===== config.mk =====
export PLATFORM = sky130hd
export DESIGN_NAME = crc_lfsr
export DESIGN_NICKNAME = d
export VERILOG_FILES = /design/src/rtl/crc_pkg.sv /design/src/rtl/crc_lfsr.sv
export SDC_FILE = /design/constraint.sdc
export NUM_CORES = 1
export LEC_CHECK = 0
export BUFFER_PORTS_ARGS = -buffer_cell sky130_fd_sc_hd__buf_4
export CORE_AREA = 3 3 40 42
export CTS_BUF_LIST = sky130_fd_sc_hd__clkbuf_4 sky130_fd_sc_hd__clkbuf_8
export CTS_CLUSTER_DIAMETER = 40
export DETAILED_ROUTE_END_ITERATION = 8
export DIE_AREA = 0 0 43 45
export PLACE_DENSITY = 0.67
export SYNTH_ARGS = -nofsm -noshare
export SYNTH_HDL_FRONTEND = slang
export SYNTH_SLANG_ARGS = --single-unit
export TNS_END_PERCENT = 5

===== constraint.sdc =====
create_clock -name clk -period 1.6 [get_ports clk]
set_input_delay 0.24 -clock clk [delete_from_list [all_inputs] [get_ports clk]]
set_output_delay 0.24 -clock clk [all_outputs]
set_load 0.01 [all_outputs]

===== src/rtl/crc_pkg.sv =====
// Shared definitions for the serial CRC transmitter/checker pair.
// Both ends use lfsr_step so the polynomial can only change in one place.
package crc_pkg;

  localparam int                    CRC_WIDTH = 8;
  localparam logic [CRC_WIDTH-1:0]  CRC_TAPS  = 8'b0100_0100;
  localparam logic [CRC_WIDTH-1:0]  CRC_SEED  = 8'hD8;

  typedef enum logic [1:0] {IDLE, DATA, CHECK} state_e;

  // Right-shifting Galois LFSR: feedback enters the MSB and is folded into tapped bits.
  function automatic logic [CRC_WIDTH-1:0] lfsr_step(input logic [CRC_WIDTH-1:0] l,
                                                     input logic                 d);
    logic fb;
    fb = d ^ l[0];
    return {fb, l[CRC_WIDTH-1:1]} ^ ({1'b0, CRC_TAPS[CRC_WIDTH-2:0]} & {CRC_WIDTH{fb}});
  endfunction

endpackage


===== src/rtl/crc_lfsr.sv =====
// CRC LFSR register: load-and-step from SEED, step, or zero-fill shift-out.
// load takes priority over step, which takes priority over shift.
module crc_lfsr
  import crc_pkg::*;
#(
  parameter int               WIDTH = CRC_WIDTH,
  parameter logic [WIDTH-1:0] TAPS  = CRC_TAPS,
  parameter logic [WIDTH-1:0] SEED  = CRC_SEED
) (
  input  logic             clk,
  input  logic             rst,
  input  logic             load,
  input  logic             step,
  input  logic             shift,
  input  logic             d,
  output logic [WIDTH-1:0] lfsr
);

  logic [WIDTH-1:0] lfsr_q, lfsr_d, base;
  logic             fb;

  always_comb begin
    base   = load ? SEED : lfsr_q;
    fb     = d ^ base[0];
    lfsr_d = lfsr_q;
    if (load || step)
      lfsr_d = {fb, base[WIDTH-1:1]} ^ ({1'b0, TAPS[WIDTH-2:0]} & {WIDTH{fb}});
    else if (shift)
      lfsr_d = {1'b0, lfsr_q[WIDTH-1:1]};
  end

  always_ff @(posedge clk or posedge rst) begin
    if (rst) lfsr_q <= SEED;
    else     lfsr_q <= lfsr_d;
  end

  assign lfsr = lfsr_q;

endmodule


==> impl_metrics.env <==
export IMPL_worstPathRequired_ns=1.75
export IMPL_ys_seq_elements=8
export IMPL_postCtsSetupBuffers=0
export IMPL_stdcell_count=73
export IMPL_cts_resized=0
export IMPL_path_clk_slew_ns=0.06
export IMPL_post_drt_wl_per_cell_um=13.12
export IMPL_insertedDiodeCount=0
export IMPL_total_power_mw=0.5538
export IMPL_vias=379
export IMPL_htreeDepth=1
export IMPL_drt_first_pass_iters=2
export IMPL_die_area_um2=1935
export IMPL_grt_pass1_vias=373
export IMPL_die_h_um=45
export IMPL_setup_viol=0
export IMPL_ios=14
export IMPL_grt_max_degree=10
export IMPL_syn_inst=42
export IMPL_holdWs_ns=0.1699
export IMPL_grt_pass1_wl_um=1642
export IMPL_drive_gt1_frac=0.3793
export IMPL_final_nets=65
export IMPL_min_period_ns=1.424
export IMPL_area_growth_pct=30.93
export IMPL_fin_crit_sh=0.8903
export IMPL_skew_ns=0.002551
export IMPL_initial_core_util=0.3369
export IMPL_clk_path_buf_depth=2
export IMPL_ys_seq_area_frac=0.4740
export IMPL_syn_area_per_cell_um2=10.31
export IMPL_finalMaxSlewViolations=0
export IMPL_synth_nets=48
export IMPL_std_cell_rows=13
export IMPL_start_kind="flip-flop"
export IMPL_final_common_cell="buf_4"
export IMPL_dpl_hpwl_um=717.7
export IMPL_netlist_area_um2=432.9
export IMPL_grt_use_met2=0.1796
export IMPL_grt_util_all_layers=0.1244
export IMPL_fin_tns_setup_ns=0
export IMPL_core_area_um2=1285
export IMPL_antenna_found_initial=0
export IMPL_outcome="finished, final reports clean"
export IMPL_relSlewSlack=0.7237
export IMPL_tightest_slew_ns=0.4130
export IMPL_p_leak_nw=0.2573
export IMPL_cts_root_buf="clkbuf_4"
export IMPL_crit_chain="xnor2_1, mux2_1, a221oi_1"
export IMPL_hold_path_class="input pin to flip-flop"
export IMPL_finalHoldViolCount=0
export IMPL_remaining_drc_errors=0
export IMPL_end_kind="flip-flop"
export IMPL_largest_reg_flops=8
export IMPL_cap_violations=0
export IMPL_power_density_nw_per_um2=977.1
export IMPL_ir_worst_vdd_uv=436.9
export IMPL_overflow=0
export IMPL_postRouteAntennaNets=0
export IMPL_cts_sinks=8
export IMPL_place_inst=68
export IMPL_worstPathArrival_ns=1.58
export IMPL_hold_buffers=1
export IMPL_worst_path_largest_cell_delay_ns=0.56
export IMPL_max_freq_ghz=0.7020
export IMPL_ys_warn_count=0
export IMPL_place_congestion=0.7354
export IMPL_cts_buffers=3
export IMPL_drt_wl_total_um=958
export IMPL_busiest_layer="met2"
export IMPL_ys_types=19
export IMPL_viasPerCell=5.192
export IMPL_grt_setup_unrepaired="no"
export IMPL_drt_initial_drc_count=4
export IMPL_port_buffers=13
export IMPL_grtUsageMet3=0.05578
export IMPL_clkLatencyLatePin_ns=0.26
export IMPL_slowest_stage="dfstp_2"
export IMPL_die_x_um=43
export IMPL_use_met1=0.1460
export IMPL_worstPathMaxFanout=4
export IMPL_crit_type="flip-flop to flip-flop"
export IMPL_cts_tree="done"
## Yosys cell counts
cell type,n,area share
a31oi_1,1,0.014
and2_1,1,0.014
a221oi_1,2,0.040
inv_1,2,0.017
nor2_1,3,0.026
buf_4,1,0.017
nor2b_1,2,0.029
dfstp_2,4,0.24
a21oi_1,3,0.035
mux2i_1,2,0.046
a211o_1,2,0.040
mux2_1,2,0.052
o21ai_0,4,0.046
dfrtp_1,4,0.23
and2b_2,1,0.020
nand2_1,4,0.035
nor3b_1,1,0.017
buf_8,1,0.035
xnor2_1,2,0.040
## critical path, delay by kind of cell (launching register included)
kind            cells  cell delay, ns
mux                 1            0.33
compound gates      1            0.29
xor+xnor            1            0.13
flops               1            0.56
## kinds of logic after synthesis
group,count (synthesis),synth area share
xor gates and xnor gates,2,0.04047
and+or+nand+nor,12,0.1416
muxes,4,0.09826
DFF,8,0.4740
buffers and inverters,4,0.06937
AOI/OAI and AO/OA,12,0.1763
## where the power goes
part           leakage [nW]  switching [mW]  internal, mW  total [mW]
Combinational         0.149          0.0537        0.0635       0.117
Clock                0.0184          0.0767         0.113       0.190
Sequential           0.0903          0.0174         0.230       0.247
## path summary, 6_finish.rpt
path,from,end,slack (ns),cells past startpoint
max in group asynchronous,rst,lfsr[3],0.83,3
hold / removal,load,lfsr[4],0.17,2
hold reg to reg,lfsr[4],lfsr[4],0.48,2
setup / recovery,lfsr[3],lfsr[2],0.18,3
min in group asynchronous,rst,lfsr[0],0.49,3
setup reg to reg,lfsr[3],lfsr[2],0.18,3
## metrics by stage
step                      utilization  cell area (um2)  setup slack, ns
after floorplan                     -            432.9           0.2224
after detailed placement       0.4099            526.8           0.1790
after CTS                      0.4411            566.8           0.1352
after global routing           0.4411            566.8          0.08230
after global placement         0.4099            526.8           0.1675
final                          0.4411            566.8           0.1756
## final cells by class
type	instances	area, um2
tap	15	18.77
timing repair buffer	14	107.6
sequential	8	205.2
fill	138	718.2
inverter	2	7.507
clock buffer	4	30.03
multi-input combinational	30	197.7
## per-layer routing
layer,wire length [um],vias up
met1,432,183
met5,0,-
met3,65,4
met2,441,12
li1,-,180
met4,20,0
No activity file was read; power rests on OpenSTA's default activity.
